$ cat src/rtl/fetch_unit_pkg.sv
// Shared definitions for the instruction fetch unit: data widths, fetch FSM
// states and the canonical NOP encoding.
package fetch_unit_pkg;

  localparam int XLEN = 64;
  localparam int ILEN = 32;

  localparam logic [ILEN-1:0] NOP = 32'h00000013;

  typedef enum logic {
    RUN,
    DRAIN
  } fetch_state_e;

endpackage

$ cat src/rtl/fetch_fifo.sv
// Small circular FIFO with wrapping pointers, synchronous flush and an
// occupancy count. The head reads as zero whenever the FIFO is empty.
module fetch_fifo #(
  parameter int WIDTH = 96,
  parameter int DEPTH = 2,
  localparam int PW = (DEPTH > 1) ? $clog2(DEPTH) : 1,
  localparam int CW = $clog2(DEPTH + 1)
) (
  input  logic             clk,
  input  logic             reset,
  input  logic             push_i,
  input  logic [WIDTH-1:0] data_i,
  input  logic             pop_i,
  input  logic             flush_i,
  output logic [WIDTH-1:0] head_o,
  output logic [CW-1:0]    count_o
);

  logic [WIDTH-1:0] mem_q [DEPTH];
  logic [PW-1:0]    wr_ptr_q, rd_ptr_q;
  logic [CW-1:0]    count_q;
  logic             do_push, do_pop;

  function automatic logic [PW-1:0] next_ptr(input logic [PW-1:0] p);
    return (p == PW'(DEPTH - 1)) ? '0 : p + 1'b1;
  endfunction

  assign do_pop  = pop_i && !flush_i && (count_q != '0);
  assign do_push = push_i && !flush_i && ((count_q != CW'(DEPTH)) || do_pop);

  assign head_o  = (count_q != '0) ? mem_q[rd_ptr_q] : '0;
  assign count_o = count_q;

  // Storage array: written only on an accepted push, never reset.
  always_ff @(posedge clk) begin
    if (do_push) begin
      mem_q[wr_ptr_q] <= data_i;
    end
  end

  // Pointer and occupancy bookkeeping; flush empties the FIFO in one edge.
  always_ff @(posedge clk) begin
    if (reset || flush_i) begin
      wr_ptr_q <= '0;
      rd_ptr_q <= '0;
      count_q  <= '0;
    end else begin
      if (do_push) wr_ptr_q <= next_ptr(wr_ptr_q);
      if (do_pop)  rd_ptr_q <= next_ptr(rd_ptr_q);
      case ({do_push, do_pop})
        2'b10:   count_q <= count_q + 1'b1;
        2'b01:   count_q <= count_q - 1'b1;
        default: count_q <= count_q;
      endcase
    end
  end

endmodule

$ cat src/rtl/fetch_unit.sv
// Instruction fetch unit: issues sequential imem requests under a credit
// scheme so responses always fit the instruction buffer, and discards the
// responses that were in flight when the datapath redirects fetch.
module fetch_unit
  import fetch_unit_pkg::*;
#(
  parameter logic [XLEN-1:0] RESET_PC = 64'h0,
  parameter int              DEPTH    = 2
) (
  input  logic            clk,
  input  logic            reset,
  output logic            imem_req_valid,
  input  logic            imem_req_ready,
  output logic [XLEN-1:0] imem_req_addr,
  input  logic            imem_rsp_valid,
  input  logic [ILEN-1:0] imem_rsp_data,
  input  logic            redirect_valid,
  input  logic [XLEN-1:0] redirect_pc,
  output logic            instr_valid,
  input  logic            instr_ready,
  output logic [ILEN-1:0] instruction,
  output logic [XLEN-1:0] pc
);

  localparam int CW = $clog2(DEPTH + 1);

  logic [XLEN-1:0]      fetch_pc_q;
  logic [CW-1:0]        discard_q;
  fetch_state_e         state_q;

  logic [CW-1:0]        buf_count, outstanding, discard_load;
  logic [XLEN-1:0]      rsp_pc;
  logic [XLEN+ILEN-1:0] buf_head;
  logic                 req_fire, rsp_stale, buf_push, buf_pop;
  logic                 unused_redirect_lsbs;

  assign unused_redirect_lsbs = ^redirect_pc[1:0];

  assign imem_req_valid = !reset && !redirect_valid &&
                          ((int'(buf_count) + int'(outstanding)) < DEPTH);
  assign imem_req_addr  = fetch_pc_q;
  assign req_fire       = imem_req_valid && imem_req_ready;

  assign rsp_stale    = redirect_valid || (discard_q != '0);
  assign buf_push     = imem_rsp_valid && !rsp_stale;
  assign buf_pop      = instr_valid && instr_ready && !redirect_valid;
  assign discard_load = outstanding - CW'(imem_rsp_valid);

  assign instr_valid       = !reset && (buf_count != '0);
  assign {pc, instruction} = reset ? '0 : buf_head;

  // The tag queue remembers the PC of every outstanding request so each
  // in-order response can be paired with its address; its occupancy is the
  // outstanding-request count.
  fetch_fifo #(
    .WIDTH (XLEN),
    .DEPTH (DEPTH)
  ) u_tags (
    .clk     (clk),
    .reset   (reset),
    .push_i  (req_fire),
    .data_i  (fetch_pc_q),
    .pop_i   (imem_rsp_valid),
    .flush_i (1'b0),
    .head_o  (rsp_pc),
    .count_o (outstanding)
  );

  fetch_fifo #(
    .WIDTH (XLEN + ILEN),
    .DEPTH (DEPTH)
  ) u_buf (
    .clk     (clk),
    .reset   (reset),
    .push_i  (buf_push),
    .data_i  ({rsp_pc, imem_rsp_data}),
    .pop_i   (buf_pop),
    .flush_i (redirect_valid),
    .head_o  (buf_head),
    .count_o (buf_count)
  );

  // Fetch PC, discard counter and RUN/DRAIN state; a redirect reloads all three.
  always_ff @(posedge clk) begin
    if (reset) begin
      fetch_pc_q <= RESET_PC;
      discard_q  <= '0;
      state_q    <= RUN;
    end else if (redirect_valid) begin
      fetch_pc_q <= {redirect_pc[XLEN-1:2], 2'b00};
      discard_q  <= discard_load;
      state_q    <= (discard_load != '0) ? DRAIN : RUN;
    end else begin
      if (req_fire) begin
        fetch_pc_q <= fetch_pc_q + 64'd4;
      end
      if (imem_rsp_valid && (discard_q != '0)) begin
        discard_q <= discard_q - 1'b1;
      end
      case (state_q)
        DRAIN: begin
          if ((discard_q == '0) || ((discard_q == CW'(1)) && imem_rsp_valid)) begin
            state_q <= RUN;
          end
        end
        default: state_q <= RUN;
      endcase
    end
  end

endmodule
$ cat config.mk
export PLATFORM = sky130hd
export DESIGN_NAME = fetch_unit
export DESIGN_NICKNAME = d
export VERILOG_FILES = /design/src/rtl/fetch_unit_pkg.sv /design/src/rtl/fetch_fifo.sv /design/src/rtl/fetch_unit.sv
export SDC_FILE = /design/constraint.sdc
export NUM_CORES = 1
export LEC_CHECK = 0
export CAP_MARGIN = 20
export CORE_ASPECT_RATIO = 0.9
export CORE_UTILIZATION = 39
export DETAILED_ROUTE_END_ITERATION = 6
export GPL_ROUTABILITY_DRIVEN = 0
export RECOVER_POWER = 50
export SLEW_MARGIN = 20
export SYNTH_ARGS = -nofsm -noshare
export SYNTH_HDL_FRONTEND = slang
export SYNTH_SLANG_ARGS = --single-unit
$ cat constraint.sdc
create_clock -name clk -period 7.6 [get_ports clk]
set_input_delay 1.14 -clock clk [delete_from_list [all_inputs] [get_ports clk]]
set_output_delay 1.14 -clock clk [all_outputs]
set_load 0.05 [all_outputs]
==> metrics.txt, run 1 <==
status=finished, violations left; violated checks=max-capacitance violations, max-slew violations; Detailed Place HPWL=28.9 mm; Die ar.=42600 um2; crit-path cells=inv_1, nor2_1, fa_1, or3b_1, nor2_1, clkbuf_1, o21a_1, inv_1, nor2_4, buf_4; setup TNS=0 ps; Layout area overhead=27.5%; Worst Tran Pin Value=3360 ps; #FFs+latches synth=386; main flop type after synthesis=edfxtp_1; Gate Count Post-Synth=1270; global-route wire length before repair=66.7 mm; Post-CTS Resized=0; CTS tree=built; Setup CP Type=flip-flop to flip-flop; Inserted Diodes=0; period utilization=0.644; PortBufs=257; initial antenna violation count=1; CTS sink cnt=386; crit path from=u_tags.count_o[0]$_SDFFE_PP0P_; CP Launch Type=flip-flop; worst stage delay on the critical path=860 ps; RSZ-0062 raised after global routing=no; Worst setup EP type=flip-flop; # fillers=3579; Tmin final=4890 ps; CP arrival=5110 ps; Fin. Hold Viols=0; placed cell count=2016; Setup Skew=8.66 ps; final setup fails=0; largest net degree at the start of global routing=73; Max-Cap Viols=1; Reg area=10900 um2; vias in the first global route=11.0k; remaining antenna violation count=0; Mapped Avg Cell Area=12.8 um2; CTS buffer count=43; reg2reg start=u_tags.count_o[0]$_SDFFE_PP0P_; Highest Clock Rate=204 MHz; Post-CTS Setup Bufs=0; gr usage total=0.207; Seq/Total Area, Yosys=0.667; Post-Syn Area=16300 um2; die height=196 um; EDFF count, synth=312; I/O Pins=264; min-delay src=u_buf.rd_ptr_q$_SDFFE_PP0P_; CP max stage cell=clkbuf_1; # H-tree levels=2; leakage power=6.70 nW; ratio of total power to cell area=242 nW/um2; core area=40900 um2; Critical Path RT=7820 ps; non-filler instance count after layout=2092; CTS Buffer Depth=3; vias post-DR=11.2k; final global-route overflow total=0; Post-Route WL=43.9 mm; Distinct cells, synth=55; Synth async-reset ratio=0; nets=1629; detailed-route vias per instance=5.35; Worst R2R Setup Slack=2710 ps; Max transition margin=-1.24; hold_buf cts=0; row cnt=70; multi-input logic area=5130 um2; Reg clk slew, reported paths=60 ps; Peak VDD IR=134 uV; synth warn=0; Die Width=217 um; 1st-pass router iterations=6; fin. max-slew vios=64; worst skew pair latency=560 ps; Avg WL per Cell=21.0 um; DRC errors left=0; Root Driver=clkbuf_16; Hold Path Class=flip-flop to flip-flop; First DRT Iteration DRCs=821; share of layout cells above drive strength 1=0.0619; Starting Density=0.398; crit-path max FO=29; Final Util=0.507
-- layout by cell type, fill, tap and decap left out, types with 26 or more instances in the layout --
master / netlist / routed
clkdlybuf4s50_1: 0 / 161
nor3_1: 26 / 26
dlygate4sd3_1: 0 / 94
edfxtp_1: 312 / 312
nand3_1: 34 / 34
clkbuf_16: 0 / 44
dfxtp_1: 74 / 72
nor2_1: 227 / 224
nand2_1: 69 / 69
nand4_1: 40 / 40
mux2i_1: 165 / 165
-- worst paths after layout --
path,endpoint,cells past startpoint
worst max register to register,u_tags.mem_q[0][32]$_DFFE_PP_,10
worst min register to register,flip-flop,2
worst max-delay path,u_tags.mem_q[0][32]$_DFFE_PP_,10
worst min-delay path,flip-flop,2
-- cell type report --
cell class              instances  share of cell area
clock inverters                12             0.00356
multi-input cells             801               0.247
flip-flops and latches        386               0.523
repair buffers                275               0.133
well taps                     540              0.0326
inverters                      14             0.00253
clock buffers                  64              0.0581
-- per-stage QoR --
step | cell area, um2 | worst slack (ps) | hold slack [ps] | power (mW)
floorplan | 16300 | 739 | 472 | 2.91
global placement | 19400 | 2620 | 488 | 3.15
detailed placement | 19500 | 2780 | 489 | 3.16
CTS | 20800 | 3040 | 505 | 5.08
global route | 20700 | 2450 | 547 | 5.20
finish | 20700 | 2710 | 505 | 5.01
-- flip-flops by register name, summed over array words and instances, names as in the netlist, named ones only --
register	flops
u_buf.rd_ptr_q	1
u_tags.count_o	2
u_tags.rd_ptr_q	1
discard_q	2
imem_req_addr	62
u_buf.mem_q	188
u_buf.wr_ptr_q	1
u_tags.mem_q	124
u_tags.wr_ptr_q	1
u_buf.count_o	2
-- report_power, final --
group / total [mW] / internal [mW] / switching (mW)
Sequential: 2.51 / 2.42 / 0.0888
Clock: 1.91 / 1.10 / 0.811
Combinational: 0.599 / 0.216 / 0.383
Total: 5.01 / 3.73 / 1.28
-- routing by layer --
| layer | up-vias | share of wire | wire length (um) | GRT usage |
|---|---|---|---|---|
| met5 | - | 0 | 0 | 0 |
| met4 | 0 | 0.027 | 1170 | 0.0691 |
| met3 | 75 | 0.059 | 2600 | 0.0381 |
| met2 | 365 | 0.48 | 21100 | 0.337 |
| met1 | 5493 | 0.43 | 19000 | 0.277 |
| li1 | 5260 | - | - | - |
-- synthesized netlist by cell type, types with 2 or more instances --
master | n | share of area
nor4_1 | 16 | 0.0062
o22ai_1 | 3 | 0.0012
inv_1 | 14 | 0.0032
a31oi_1 | 12 | 0.0046
clkbuf_1 | 47 | 0.011
o211ai_1 | 14 | 0.0065
a2111oi_0 | 4 | 0.0022
nand2_1 | 69 | 0.016
and2_1 | 3 | 0.0012
mux2_2 | 4 | 0.0028
nor3_1 | 26 | 0.0080
edfxtp_1 | 312 | 0.58
or3_1 | 10 | 0.0038
xnor2_1 | 16 | 0.0086
or4_1 | 11 | 0.0051
or2_2 | 6 | 0.0023
dfxtp_1 | 74 | 0.091
mux2i_1 | 165 | 0.10
buf_1 | 21 | 0.0048
o311ai_0 | 2 | 0.0011
a21oi_1 | 21 | 0.0065
a311oi_1 | 5 | 0.0027
nand4_1 | 40 | 0.015
o31ai_1 | 2 | 0.00092
ha_1 | 5 | 0.0038
nor3b_1 | 5 | 0.0023
or3b_2 | 2 | 0.0011
xor2_1 | 17 | 0.0091
buf_4 | 4 | 0.0018
nor2b_1 | 2 | 0.00077
nand4b_1 | 3 | 0.0016
nor2_1 | 227 | 0.052
a311o_1 | 3 | 0.0018
a211oi_1 | 17 | 0.0078
a211o_1 | 3 | 0.0016
and3_1 | 17 | 0.0065
nand3_1 | 34 | 0.010
and4_1 | 4 | 0.0022
o21ai_0 | 14 | 0.0043
-- critical path: cells and delay by family, from the launching register on --
family / cells / cell delay (ps)
AND/OR/NAND/NOR: 4 / 1740
buffers and inverters: 4 / 1570
adder cells (fa/ha/maj): 1 / 460
flip-flops: 1 / 450
AO/OA/AOI/OAI: 1 / 290
-- logic make-up (layout without fill, tap and decap cells) --
kind of cell             after synthesis  in the layout  share of synthesized area
multiplexers                         169            169                      0.104
XOR/XNOR                              33             33                     0.0178
other                                  1              4                   0.000230
adder cells (fa/ha/maj)                6              6                    0.00507
flip-flops                           386            386                      0.667
buffers and inverters                 86            365                     0.0208
AND/OR/NAND/NOR                      483            483                      0.141
AO/OA/AOI/OAI                        106            106                     0.0441
Power figures use the tool's default switching activity.
==> inputs of run 2 (changes only) <==
Clock period 7.6 ns to 4.9 ns, I/O delays scaled along.
==> run 2 against run 1 <==
  * Register-to-register slack got worse by 1700 ps
  * Critical path depth fell by 4
  * Wire length rose by 0.75%
  * The run still ends with max-capacitance violations, max-slew violations left
  * Hold slack improved by 6.9 ps
  * Flip-flop and latch count did not move
  * Non-clock buffer count rose by 1
  * Global-route usage rose by 0.16 points
  * Cell area rose by 0.95%
  * Total power rose by 60%
  * Clock power rose by 69%
==> metrics.txt, run 2 (synthesis gave the netlist of run 1 again) <==
Die ar.=42600 um2; CTS sink cnt=386; 1st-pass router iterations=5; detailed-route vias per instance=5.35; Worst setup EP type=flip-flop; Critical Path RT=5120 ps; CTS tree=built; Starting Density=0.398; final global-route overflow total=0; Fin. Hold Viols=0; nets=1630; row cnt=70; global-route wire length before repair=66.5 mm; RSZ-0062 raised after global routing=no; Die Width=217 um; remaining antenna violation count=0; core area=40900 um2; Post-Route WL=44.2 mm; ratio of total power to cell area=384 nW/um2; max reg flops=188; violated checks=max-capacitance violations, max-slew violations; Root Driver=clkbuf_16; I/O Pins=264; Hold Path Class=flip-flop to flip-flop; Highest Clock Rate=249 MHz; most common cell after layout, fill and taps aside=edfxtp_1; setup TNS=0 ps; final setup fails=0; CTS buffer count=43; commonest cells after routing, fill and taps aside=edfxtp_1 (312), nor2_1 (226), mux2i_1 (165); DRC errors left=0; Layout area overhead=28.7%; initial antenna violation count=0; Post-CTS Setup Bufs=0; PortBufs=257; hold depth=2; vias post-DR=11.2k; Post-CTS Resized=0; worst skew pair latency=570 ps; CP Launch Type=input port; die height=196 um; leakage power=6.82 nW; fin area=20900 um2; CP arrival=4240 ps; Setup Skew=20.6 ps; vias in the first global route=10.7k; Detailed Place HPWL=29.3 mm; Worst Reg-to-Reg Cells=9; Post-DP Area=19500 um2; share of layout cells above drive strength 1=0.0695; Peak VDD IR=240 uV; CTS Buffer Depth=3; Setup CP Type=input port to flip-flop; period utilization=0.819; status=finished, violations left; Avg WL per Cell=21.1 um; First DRT Iteration DRCs=874; hold_buf cts=0; # H-tree levels=2; crit-path max FO=24; fin. max-slew vios=84; Max-Cap Viols=2; largest net degree at the start of global routing=69; Tmin final=4020 ps; Top reg by flops=u_buf.mem_q; Reg clk slew, reported paths=60 ps; gr usage total=0.208; Inserted Diodes=0; Worst Tran Pin Value=3330 ps; Max transition margin=-1.22
## run 2: where the power goes
part / switching (mW) / total, mW / internal (mW) / leakage [nW]
Clock: 1.29 / 3.22 / 1.93 / 0.700
Sequential: 0.158 / 3.91 / 3.75 / 3.51
Combinational: 0.584 / 0.916 / 0.332 / 2.61
## run 2: critical path: stages
cell and delay, ps:
dlygate4sd3_1 570, o21ai_0 150, or2_2 310, a311oi_1 460
and2_0 1420, buf_4 560
## run 2: cell type report
type / instances / area [um2]
Sequential cell: 386 / 10900
Fill cell: 3557 / 20000
Tap cell: 540 / 676
Clock inverter: 21 / 249
Inverter: 14 / 52.6
Timing Repair Buffer: 276 / 2790
Multi-Input combinational cell: 801 / 5130
Clock buffer: 57 / 1190
## run 2: layer usage
layer  vias to the layer above  part of all wire  GRT usage
li1                       5251                 -          -
met3                        68             0.064     0.0326
met2                       405              0.47      0.330
met4                         0             0.026     0.0696
met5                         -                 0          0
met1                      5479              0.44      0.291
## run 2: worst paths after layout
check / from / endpoint / slack (ps)
setup reg to reg: u_buf.count_o[0]$_SDFFE_PP0P_ / u_tags.mem_q[0][37]$_DFFE_PP_ / 1050
hold reg to reg: u_buf.rd_ptr_q$_SDFFE_PP0P_ / u_buf.rd_ptr_q$_SDFFE_PP0P_ / 510
hold / removal: u_buf.rd_ptr_q$_SDFFE_PP0P_ / u_buf.rd_ptr_q$_SDFFE_PP0P_ / 510
setup / recovery: instr_ready / u_buf.mem_q[1][85]$_DFFE_PP_ / 880
## run 2: metrics by stage
step / hold WS (ps) / setup WS [ps] / total power, mW / std cells / utilization
after CTS: 513 / 1020 / 8.15 / 2095 / 0.513
after floorplan: 472 / 18.7 / 4.51 / 1273 / -
after global routing: 541 / 595 / 8.33 / 2095 / 0.512
final: 512 / 885 / 8.04 / 2095 / 0.512
after detailed placement: 498 / 1170 / 4.91 / 2017 / 0.477
after global placement: 488 / 1210 / 4.90 / 2017 / 0.477
